**src/rtl/adder_pkg.sv**
```systemverilog
// adder_pkg: width helpers and result conversion shared by the adder tree blocks
package adder_pkg;

    function automatic int tree_w(input int bits, input int num);
        return bits + $clog2(num);
    endfunction

    function automatic int acc_w(input int tw, input int acc_len);
        return tw + $clog2(acc_len);
    endfunction

    function automatic bit is_pow2(input int n);
        return n >= 2 && (n & (n - 1)) == 0;
    endfunction

    // Returns {ovf, o}; the caller keeps the low ob bits of o
    function automatic logic [64:0] convert(input logic signed [63:0] t, input int ob,
                                            input bit sat, input bit sgn);
        logic signed [63:0] hi;
        logic signed [63:0] lo;
        hi = sgn ? (64'sd1 <<< (ob - 1)) - 64'sd1 : (64'sd1 <<< ob) - 64'sd1;
        lo = sgn ? -(64'sd1 <<< (ob - 1)) : 64'sd0;
        if (t > hi) return {1'b1, sat ? hi : t};
        if (t < lo) return {1'b1, sat ? lo : t};
        return {1'b0, t};
    endfunction

endpackage

```
**src/rtl/adder_tree_level.sv**
```systemverilog
// adder_tree_level: one registered level of N/2 pairwise adders, one bit wider than its inputs
module adder_tree_level #(
    parameter int N   = 2,
    parameter int W   = 8,
    parameter bit SGN = 0
) (
    input  logic                   clk,
    input  logic                   rst,
    input  logic                   en,
    input  logic                   valid,
    input  logic [N*W-1:0]         d,
    output logic                   qv,
    output logic [N/2*(W+1)-1:0]   q
);

    logic [N/2*(W+1)-1:0] s;

    for (genvar j = 0; j < N / 2; j++) begin : g_add
        logic [W:0] a;
        logic [W:0] b;
        assign a = {SGN & d[(2*j+1)*W-1], d[2*j*W +: W]};
        assign b = {SGN & d[(2*j+2)*W-1], d[(2*j+1)*W +: W]};
        assign s[j*(W+1) +: W+1] = a + b;
    end

    always_ff @(posedge clk) begin
        if (rst) begin
            qv <= 1'b0;
            q  <= '0;
        end else if (en) begin
            qv <= valid;
            q  <= s;
        end
    end

endmodule

```
**src/rtl/adder_tree_acc.sv**
```systemverilog
// adder_tree_acc: pipelined NUM-input adder tree with frame accumulator, wrap/saturate output
// and a single global advance that freezes the whole pipe while the consumer stalls.
module adder_tree_acc
    import adder_pkg::*;
#(
    parameter int BITS     = 8,
    parameter int NUM      = 16,
    parameter int ACC_LEN  = 1,
    parameter int OUT_BITS = 8,
    parameter bit SAT      = 0,
    parameter bit SIGNED   = 0
) (
    input  logic                 clk,
    input  logic                 rst,
    input  logic                 valid,
    output logic                 ready,
    input  logic [NUM*BITS-1:0]  i,
    output logic [OUT_BITS-1:0]  o,
    output logic                 ovf,
    output logic                 valid_out,
    input  logic                 ready_out
);

    localparam int LEVELS = $clog2(NUM);
    localparam int TW     = tree_w(BITS, NUM);
    localparam int AW     = acc_w(TW, ACC_LEN);
    localparam int CW     = ACC_LEN > 1 ? $clog2(ACC_LEN) : 1;

    if (!is_pow2(NUM)) begin : g_num_chk
        $error("adder_tree_acc: NUM must be a power of 2 and >= 2");
    end
    if (ACC_LEN < 1) begin : g_acc_chk
        $error("adder_tree_acc: ACC_LEN must be >= 1");
    end

    logic          adv;
    logic [TW-1:0] sum;
    logic          sum_v;
    logic [CW-1:0] cnt;
    logic [AW-1:0] acc;
    logic [AW-1:0] sum_x;
    logic [AW-1:0] total;
    logic [63:0]   total_x;
    logic [64:0]   cv;
    logic          last;

    assign adv   = !valid_out || ready_out;
    assign ready = adv;

    // Each level's bus is local to its generate block; the next level reads it hierarchically
    for (genvar k = 0; k < LEVELS; k++) begin : lv
        localparam int NK = NUM >> k;
        localparam int WK = BITS + k;
        logic [NK*WK-1:0]         d;
        logic                     dv;
        logic [NK/2*(WK+1)-1:0]   q;
        logic                     qv;
        if (k == 0) begin : g_in
            assign d  = i;
            assign dv = valid;
        end else begin : g_chain
            assign d  = lv[k-1].q;
            assign dv = lv[k-1].qv;
        end
        adder_tree_level #(.N(NK), .W(WK), .SGN(SIGNED)) u_level (
            .clk   (clk),
            .rst   (rst),
            .en    (adv),
            .valid (dv),
            .d     (d),
            .qv    (qv),
            .q     (q)
        );
    end

    assign sum   = lv[LEVELS-1].q;
    assign sum_v = lv[LEVELS-1].qv;

    always_comb begin
        sum_x   = SIGNED ? AW'($signed(sum)) : AW'(sum);
        total   = (ACC_LEN == 1 || cnt == '0) ? sum_x : acc + sum_x;
        total_x = SIGNED ? 64'($signed(total)) : 64'(total);
        cv      = convert(total_x, OUT_BITS, SAT, SIGNED);
        last    = cnt == CW'(ACC_LEN - 1);
    end

    always_ff @(posedge clk) begin
        if (rst) begin
            cnt       <= '0;
            acc       <= '0;
            o         <= '0;
            ovf       <= 1'b0;
            valid_out <= 1'b0;
        end else if (adv) begin
            valid_out <= 1'b0;
            if (sum_v) begin
                if (last) begin
                    o         <= OUT_BITS'(cv[63:0]);
                    ovf       <= cv[64];
                    valid_out <= 1'b1;
                    cnt       <= '0;
                end else begin
                    acc <= total;
                    cnt <= cnt + CW'(1);
                end
            end
        end
    end

endmodule

```
**config.mk**
```make
export PLATFORM = sky130hd
export DESIGN_NAME = adder_tree_acc
export DESIGN_NICKNAME = d
export VERILOG_FILES = /design/src/rtl/adder_pkg.sv /design/src/rtl/adder_tree_level.sv /design/src/rtl/adder_tree_acc.sv
export SDC_FILE = /design/constraint.sdc
export NUM_CORES = 1
export LEC_CHECK = 0
export ABC_AREA = 1
export CAP_MARGIN = 25
export CORE_AREA = 2 2 140 142
export DETAILED_ROUTE_END_ITERATION = 8
export DIE_AREA = 0 0 142 144
export HOLD_SLACK_MARGIN = 0.08
export PLACE_DENSITY = 0.83
export SYNTH_ARGS = -nofsm -noshare
export SYNTH_HDL_FRONTEND = slang
export SYNTH_SLANG_ARGS = --single-unit
```
**constraint.sdc**
```tcl
create_clock -name clk -period 3.9 [get_ports clk]
set_input_delay 0.585 -clock clk [delete_from_list [all_inputs] [get_ports clk]]
set_output_delay 0.585 -clock clk [all_outputs]
set_load 0.02 [all_outputs]
```
==> results.sh, run 1 <==
export IMPL_status="complete, no violations"
export IMPL_cts_setup_buffers=0
export IMPL_ys_ff_latch=160
export IMPL_critPathLaunchType="primary input"
export IMPL_syn_area_sq_um=11300
export IMPL_synth_area_leaders="dfxtp_1 28%, ha_1 15%, nand2_1 11%"
export IMPL_drc=0
export IMPL_start_util_pct=59.2
export IMPL_fmax_mhz=373
export IMPL_antenna_cells=0
export IMPL_skew_ns=0.00825
export IMPL_place_gp_congestion=0.859
export IMPL_cts_htree_levels=4
export IMPL_worstSetupStartpoint="ready_out"
export IMPL_drt_initial_drc_count=682
export IMPL_arrival_ns=2.10
export IMPL_dr_pass1_iters=5
export IMPL_num_rows=51
export IMPL_dieArea_sq_um=20400
export IMPL_cts_made_buffers=17
export IMPL_synth_top_flop_cell="dfxtp_1"
export IMPL_synth_net_count=1907
export IMPL_synthTopCellsByCount="323 x nand2_1, 246 x inv_1, 160 x dfxtp_1"
export IMPL_postRouteAntennaNets=0
export IMPL_endpoint_kind="output port"
export IMPL_overflow=0
export IMPL_core_sq_um=19100
export IMPL_num_vias=10600
export IMPL_hold_violations=0
export IMPL_boundaryPins=143
export IMPL_path_cells="clkdlybuf4s50_1 > nor2_4 > inv_6 > clkdlybuf4s50_1"
export IMPL_cap_violations=0
export IMPL_crit_required_ns=3.31
export IMPL_postRouteWirelength_um=25100
export IMPL_synth_cells=1629
export IMPL_crit_type="in2out"
export IMPL_cp_slowest_cell="clkdlybuf4s50_1"
export IMPL_hpwl_um=18400
export IMPL_relSlewSlack_pct=34.0
export IMPL_slew_violations=0
export IMPL_min_path_type="reg2reg"
export IMPL_synth_top_area_share_pct=28.3
export IMPL_grt_pass1_wl_um=43300
export IMPL_tightest_slew_ns=0.990
export IMPL_worstPathMaxFanout=50
export IMPL_ys_async_sr_fraction_pct=0
export IMPL_cts_tree="done"
export IMPL_cts_resized=0
export IMPL_synth_edf_count=0
export IMPL_antenna_found_initial=0
export IMPL_yosysWarnings=0
export IMPL_yosysSeqAreaShare_pct=28.3
export IMPL_grt_max_degree=112
export IMPL_cts_max_path_buffers=2
export IMPL_grt_pass1_vias=9971
export IMPL_vdd_ir_drop_max_mv=0.246
export IMPL_grt_usage_pct=25.4
export IMPL_rsz0062_at_grt="no"
export IMPL_crit_path_frequent_cell="clkdlybuf4s50_1"
export IMPL_yosysMostFrequentCell="nand2_1"
export IMPL_avgSynthCellArea_sq_um=6.94
export IMPL_fin_crit_sh_pct=68.8
export IMPL_r2r_start="valid_out$_SDFFE_PP0N_"
export IMPL_die_w_um=142
export IMPL_cts_root_buffer="clkbuf_16"
export IMPL_yosysUniqueCellTypes=27
export IMPL_fin_tns_setup_ns=0
export IMPL_power_leakage_uw=0.00722
export IMPL_period_minus_slack_ns=2.68
export IMPL_drive_gt1_share_pct=2.39
export IMPL_clock_latency_ns=0.43
export IMPL_clkTransAtPathRegs_ns=0.06
export IMPL_wire_per_inst_um=12.6
export IMPL_fillCellCount=1590
export IMPL_p_per_area_nw_per_um2=407
export IMPL_slowest_delay_ns=0.67
export IMPL_synth_top_cell_by_area="dfxtp_1"
export IMPL_power_uw=5470
export IMPL_fin_nets=2022
export IMPL_syn_to_final_growth_pct=19.0
export IMPL_vias_per_cell=5.31
export IMPL_placement_io_buffers=142
export IMPL_hp_start="lv[0].u_level.q[53]$_SDFFE_PP0N_"
export IMPL_r2r_slack_ns=1.74
export IMPL_holdBufCountCts=0
export IMPL_die_h_um=144
export IMPL_setup_viol=0
export IMPL_clkSinkCount=160
-- stage by stage --
stage | setup WS (ns) | cells | hold slack, ns | util (%) | cell area, sq um
final | 1.22 | 1995 | 0.473 | 70.5 | 13400
after global placement | 1.11 | 1963 | 0.460 | 67.2 | 12800
after floorplan | 2.11 | 1629 | 0.449 | - | 11300
after global routing | 1.18 | 1995 | 0.497 | 70.5 | 13400
after CTS | 1.22 | 1995 | 0.475 | 70.5 | 13400
after detailed placement | 1.09 | 1963 | 0.460 | 67.2 | 12800
-- final timing paths --
| check | endpoint | cells past startpoint |
|---|---|---|
| max | ready | 4 |
| min | lv[0].u_level.q[53]$_SDFFE_PP0N_ | 2 |
| max reg2reg | lv[2].u_level.q[14]$_SDFFE_PP0N_ | 7 |
| min reg2reg | lv[0].u_level.q[53]$_SDFFE_PP0N_ | 2 |
-- cells in the final DEF (no fill, tap or decap), types with 4 or more instances in the layout --
| master | instances |
|---|---|
| a211oi_1 | 7 |
| a21o_1 | 11 |
| a21oi_1 | 130 |
| clkbuf_16 | 17 |
| clkdlybuf4s50_1 | 142 |
| clkinv_4 | 7 |
| dfxtp_1 | 160 |
| fa_1 | 15 |
| ha_1 | 131 |
| inv_1 | 246 |
| nand2_1 | 323 |
| nand3_1 | 157 |
| nand3b_1 | 4 |
| nand4_1 | 8 |
| nor2_1 | 110 |
| o21a_1 | 15 |
| o21ai_0 | 144 |
| o21ai_1 | 19 |
| o21bai_1 | 39 |
| or2_0 | 5 |
| xnor2_1 | 11 |
| xor2_1 | 35 |
-- flip-flops by register name (all words and copies together), names as in the netlist --
register / count
lv.u_level.q: 146
ovf: 1
lv.u_level.qv: 4
valid_out: 1
o: 8
-- cells by family after synthesis --
family	Yosys count	share of synthesized area, %
simple gates	614	22.7
compound gates	365	17.8
buf+inv	298	10.4
flops	160	28.3
fa+ha+maj	146	17.2
xor+xnor	46	3.56
-- per-layer routing --
metal | track usage [%] | up-vias | wire length, um
met1 | 32.9 | 4808 | 11900
li1 | - | 5560 | -
met5 | 0 | - | 0
met3 | 4.50 | 22 | 961
met2 | 43.9 | 208 | 11900
met4 | 6.68 | 0 | 276
-- critical path, delay by kind of cell --
| family | cells | cell delay (ns) |
|---|---|---|
| buffers and inverters | 3 | 1.41 |
| AND/OR/NAND/NOR | 1 | 0.06 |
-- report_power, final --
part           internal, uW  switching (uW)  total [uW]  leakage, uW
Clock                  1030             696        1730     0.000294
Combinational           741             957        1700      0.00560
Sequential             1880             162        2050      0.00132
Total                  3660            1820        5470      0.00722
-- cell type report --
type,count,area [sq um],area share [%]
Clock buffer,18,439,3.27
Clock inverter,14,185,1.38
Inverter,248,937,6.97
Multi-Input combinational cell,1171,6920,51.5
Sequential cell,160,3200,23.8
Tap cell,238,298,2.21
Timing Repair Buffer,146,1460,10.9
(Power assumes the default switching activity.)
==> run 2, diff against run 1 <==
--- a/config.mk
+++ b/config.mk
@@ -7,11 +7,11 @@
 export LEC_CHECK = 0
 export ABC_AREA = 1
 export CAP_MARGIN = 25
-export CORE_AREA = 2 2 140 142
+export CORE_AREA = 2 2 144 146
 export DETAILED_ROUTE_END_ITERATION = 8
-export DIE_AREA = 0 0 142 144
+export DIE_AREA = 0 0 146 148
 export HOLD_SLACK_MARGIN = 0.08
-export PLACE_DENSITY = 0.83
+export PLACE_DENSITY = 0.79
 export SYNTH_ARGS = -nofsm -noshare
 export SYNTH_HDL_FRONTEND = slang
 export SYNTH_SLANG_ARGS = --single-unit
==> constraint.sdc (replaced) <==
create_clock -name clk -period 2.8 [get_ports clk]
set_input_delay 0.42 -clock clk [delete_from_list [all_inputs] [get_ports clk]]
set_output_delay 0.42 -clock clk [all_outputs]
set_load 0.02 [all_outputs]
==> results.sh, run 2 (synthesis results as in run 1) <==
export IMPL_cts_resized=0
export IMPL_hold_violations=0
export IMPL_die_w_um=146
export IMPL_vdd_ir_drop_max_mv=0.462
export IMPL_final_cell_mix="323 x nand2_1, 246 x inv_1, 160 x dfxtp_1"
export IMPL_clock_latency_ns=0.43
export IMPL_skew_ns=0.00957
export IMPL_postRouteWirelength_um=24500
export IMPL_wire_per_inst_um=12.1
export IMPL_post_place_ws_ns=0.490
export IMPL_top_register="lv.u_level.q"
export IMPL_grt_pass1_wl_um=42800
export IMPL_drive_gt1_share_pct=2.44
export IMPL_postRouteAntennaNets=0
export IMPL_drc=0
export IMPL_fillCellCount=1825
export IMPL_antenna_cells=0
export IMPL_largest_register_ffs=146
export IMPL_cts_setup_buffers=0
export IMPL_overflow=0
export IMPL_p_per_area_nw_per_um2=560
export IMPL_placement_io_buffers=142
export IMPL_setup_viol=0
export IMPL_reg_largest_list="lv.u_level.q (146), o (8), lv.u_level.qv (4)"
export IMPL_grt_usage_pct=23.2
export IMPL_power_leakage_uw=0.00725
export IMPL_cts_htree_levels=4
export IMPL_crit_required_ns=2.38
export IMPL_endpoint_kind="output port"
export IMPL_slew_violations=0
export IMPL_start_util_pct=56.4
export IMPL_drt_initial_drc_count=513
export IMPL_status="complete, no violations"
export IMPL_cts_root_buffer="clkbuf_16"
export IMPL_stdcell_count=2029
export IMPL_cts_tree="done"
export IMPL_num_rows=52
export IMPL_grt_max_degree=198
export IMPL_grt_pass1_vias=9875
export IMPL_tightest_slew_ns=0.820
export IMPL_arrival_ns=1.84
export IMPL_num_vias=10500
export IMPL_fmax_mhz=442
export IMPL_dieArea_sq_um=21600
export IMPL_rsz0062_at_grt="no"
export IMPL_fin_ws_ns=0.539
export IMPL_placed_cells=1998
export IMPL_crit_type="in2out"
export IMPL_cts_max_path_buffers=2
export IMPL_holdBufCountCts=0
export IMPL_place_gp_congestion=0.873
export IMPL_core_sq_um=20000
export IMPL_fin_nets=2025
export IMPL_syn_to_final_growth_pct=19.6
export IMPL_fin_crit_sh_pct=80.8
export IMPL_worstPathMaxFanout=29
export IMPL_critPathLaunchType="primary input"
export IMPL_period_minus_slack_ns=2.26
export IMPL_fin_tns_setup_ns=0
export IMPL_dr_pass1_iters=5
export IMPL_relSlewSlack_pct=45.3
export IMPL_die_h_um=148
export IMPL_cap_violations=0
export IMPL_final_common_cell="nand2_1"
export IMPL_hpwl_um=17800
export IMPL_antenna_found_initial=0
export IMPL_min_path_type="reg2reg"
export IMPL_vias_per_cell=5.16
export IMPL_cts_made_buffers=17
export IMPL_boundaryPins=143
export IMPL_clkSinkCount=160
export IMPL_clkTransAtPathRegs_ns=0.06
-- run 2: layout make-up --
cell class | count | area, sq um | area share [%]
sequential | 160 | 3200 | 23.7
inverter | 248 | 937 | 6.93
timing repair buffer | 149 | 1510 | 11.2
multi-input combinational | 1171 | 6920 | 51.2
clock inverter | 10 | 134 | 0.991
tap | 270 | 338 | 2.50
clock buffer | 21 | 470 | 3.48
-- run 2: worst paths after layout --
kind | cells after the start | slack [ns] | to | startpoint
setup / recovery | 4 | 0.54 | ready | ready_out
hold / removal | 2 | 0.48 | lv[0].u_level.q[62]$_SDFFE_PP0N_ | lv[0].u_level.q[62]$_SDFFE_PP0N_
setup reg to reg | 8 | 0.90 | lv[2].u_level.q[10]$_SDFFE_PP0N_ | lv[1].u_level.q[10]$_SDFFE_PP0N_
hold reg to reg | 2 | 0.48 | lv[0].u_level.q[62]$_SDFFE_PP0N_ | lv[0].u_level.q[62]$_SDFFE_PP0N_
-- run 2: critical path, stage by stage --
cell	delay [ns]
clkdlybuf4s50_1	0.50
nor2_4	0.07
inv_6	0.18
clkdlybuf4s50_1	0.65
-- run 2: routing by layer --
layer	GRT usage, %	vias to the layer above	part of all wire, %
li1	-	5577	-
met1	29.8	4668	48
met2	40.5	192	47
met3	4.51	23	4.0
met4	5.44	0	1.2
met5	0	-	0
-- run 2: metrics by stage --
stage | area [sq um] | total power [uW] | hold WS (ns) | util, %
3_5_place_dp | 12900 | 5200 | 0.468 | 64.4
3_3_place_gp | 12900 | 5150 | 0.460 | 64.4
5_1_grt | 13500 | 8090 | 0.500 | 67.4
2_1_floorplan | 11300 | 4550 | 0.449 | -
6_report | 13500 | 7560 | 0.478 | 67.4
4_1_cts | 13500 | 7600 | 0.479 | 67.4
-- run 2: power breakdown --
part / switching [uW] / total, uW / leakage, uW / internal [uW]
Combinational: 1310 / 2350 / 0.00563 / 1040
Clock: 911 / 2370 / 0.000295 / 1460
Sequential: 221 / 2840 / 0.00132 / 2620
==> edit: new RTL, config.mk and constraints of run 2 <==
`OUT_BITS`: 8 -> 12.
--- a/src/rtl/adder_tree_acc.sv
+++ b/src/rtl/adder_tree_acc.sv
@@ -6,7 +6,7 @@
     parameter int BITS     = 8,
     parameter int NUM      = 16,
     parameter int ACC_LEN  = 1,
-    parameter int OUT_BITS = 8,
+    parameter int OUT_BITS = 12,
     parameter bit SAT      = 0,
     parameter bit SIGNED   = 0
 ) (
Interface: changed (resized o); port bits go from 143 to 147. No check against the original RTL was run, so the function may have changed too.
==> edit against run 2 <==
Worst setup slack improved by 51 ps. Register-to-register slack got worse by 250 ps. Sequential cell count rose by 3. Final cell count rose by 1.5%. Sequential power grew 2%. Routed wire length rose by 3.6%. Critical path depth unchanged. Design area grew 1.5%. Synthesized area increased by 1.3%. Power rose by 3.4%. Critical path type unchanged.
==> edit: results (changes against run 2) <==
* Placed Cells at 2028 (was 1998)
* Port buffer count at 145 (was 142)
* First-pass GRT wire length at 44.8 mm (was 42.8 mm)
* Total Routing Usage GR at 24.2% (was 23.2%)
* Leak Pwr at 7.40 nW (was 7.25 nW)
* Status: completed (unchanged)
* # resized after CTS at 0 (unchanged)
* Largest regs: lv.u_level.q (146), o (12), lv.u_level.qv (4) (was lv.u_level.q (146), o (8), lv.u_level.qv (4))
* Critical Path Fanout Max at 16 (was 29)
* Initial antenna violation count at 0 (unchanged)
* Synth Instances at 1657 (was 1629)
* Beginning of the worst register-to-register path: lv[1].u_level.q[20]$_SDFFE_PP0N_ (was lv[1].u_level.q[10]$_SDFFE_PP0N_)
* Worst slew pin tran at 822 ps (was 820 ps)
* # fillers at 1766 (was 1825)
* Vias in the first global route at 10179 (was 9875)
* Peak supply drop at 263 µV (was 462 µV)
* Most instantiated cells after synthesis: nand2_1, inv_1, dfxtp_1, nand3_1, o21ai_0 (unchanged)
* RePlAce Congestion at 0.886 (was 0.873)
* Initial DRC count at 427 (was 513)
* Routed wire length at 25.4 mm (was 24.5 mm)
* Reg clk slew, reported paths at 70 ps
* Clk_skew at 6.01 ps (was 9.57 ps)
* Number of vias per cell at 5.19 (was 5.16)
* WP data arrival at 1790 ps (was 1840 ps)
* 1st-pass router iterations at 7 (was 5)
* Sequential share of the synthesized area at 28.5% (was 28.3%)
* HPWL Detailed at 18.7 mm (was 17.8 mm)
* Post-Syn Nets at 1935 (was 1907)
* Synth top area cells: dfxtp_1, ha_1, nand2_1 (unchanged)
* Nets at 2055 (was 2025)
* Post-CTS setup buffer count at 0 (unchanged)
* TritonCTS Sinks at 163 (was 160)
* Clock tree buffer depth at 2 (unchanged)
==> edit: worst register-to-register path: cells and delay by family, from the launching register on <==
kind | cells | cell delay (ps)
AO/OA/AOI/OAI | 1 | 360
buffers and inverters | 3 | 160
AND/OR/NAND/NOR | 5 | 520
flip-flops | 1 | 380
adder cells (fa/ha/maj) | 2 | 620
==> edit: layout make-up <==
cell class                 count  area share [%]
multi-input combinational   1188            50.8
sequential                   163            23.8
timing repair buffer         154            11.3
inverter                     253            6.97
clock buffer                  19            3.23
tap                          270            2.46
clock inverter                13            1.50
==> edit: power breakdown <==
part	leakage [nW]	switching, mW	internal, mW
logic	5.74	1.34	1.03
registers	1.35	0.219	2.67
clock network	0.313	0.961	1.61
==> edit: per-stage QoR <==
stage               hold slack, ps  util, %  cell area (µm²)  setup slack [ps]
CTS                            478     68.5            13700               583
global route                   502     68.5            13700               488
global placement               459     65.2            13100               453
detailed placement             466     65.2            13100               355
finish                         475     68.5            13700               590
floorplan                      449        -            11400              1070
==> edit: final timing paths <==
path                                 endpoint  slack [ps]  cells past startpoint
max                                     ready         590                      4
max reg2reg  lv[2].u_level.q[19]$_SDFFE_PP0N_         650                     11
min           lv[0].u_level.q[8]$_SDFFE_PP0N_         470                      2
min reg2reg   lv[0].u_level.q[8]$_SDFFE_PP0N_         470                      2
==> edit: cell families after synthesis <==
kind of cell | synth area share [%]
xor+xnor | 3.29
simple gates | 22.8
compound gates | 17.8
other cells | 0.0328
flops | 28.5
buf+inv | 10.6
fa+ha+maj | 16.9
==> edit: metal layers <==
layer | wire, µm | up-vias | global-route usage (%)
li1 | - | 5651 | -
met1 | 11900 | 4796 | 30.5
met2 | 12100 | 204 | 43.4
met3 | 864 | 35 | 3.21
met4 | 464 | 0 | 7.28
met5 | 0 | - | 0
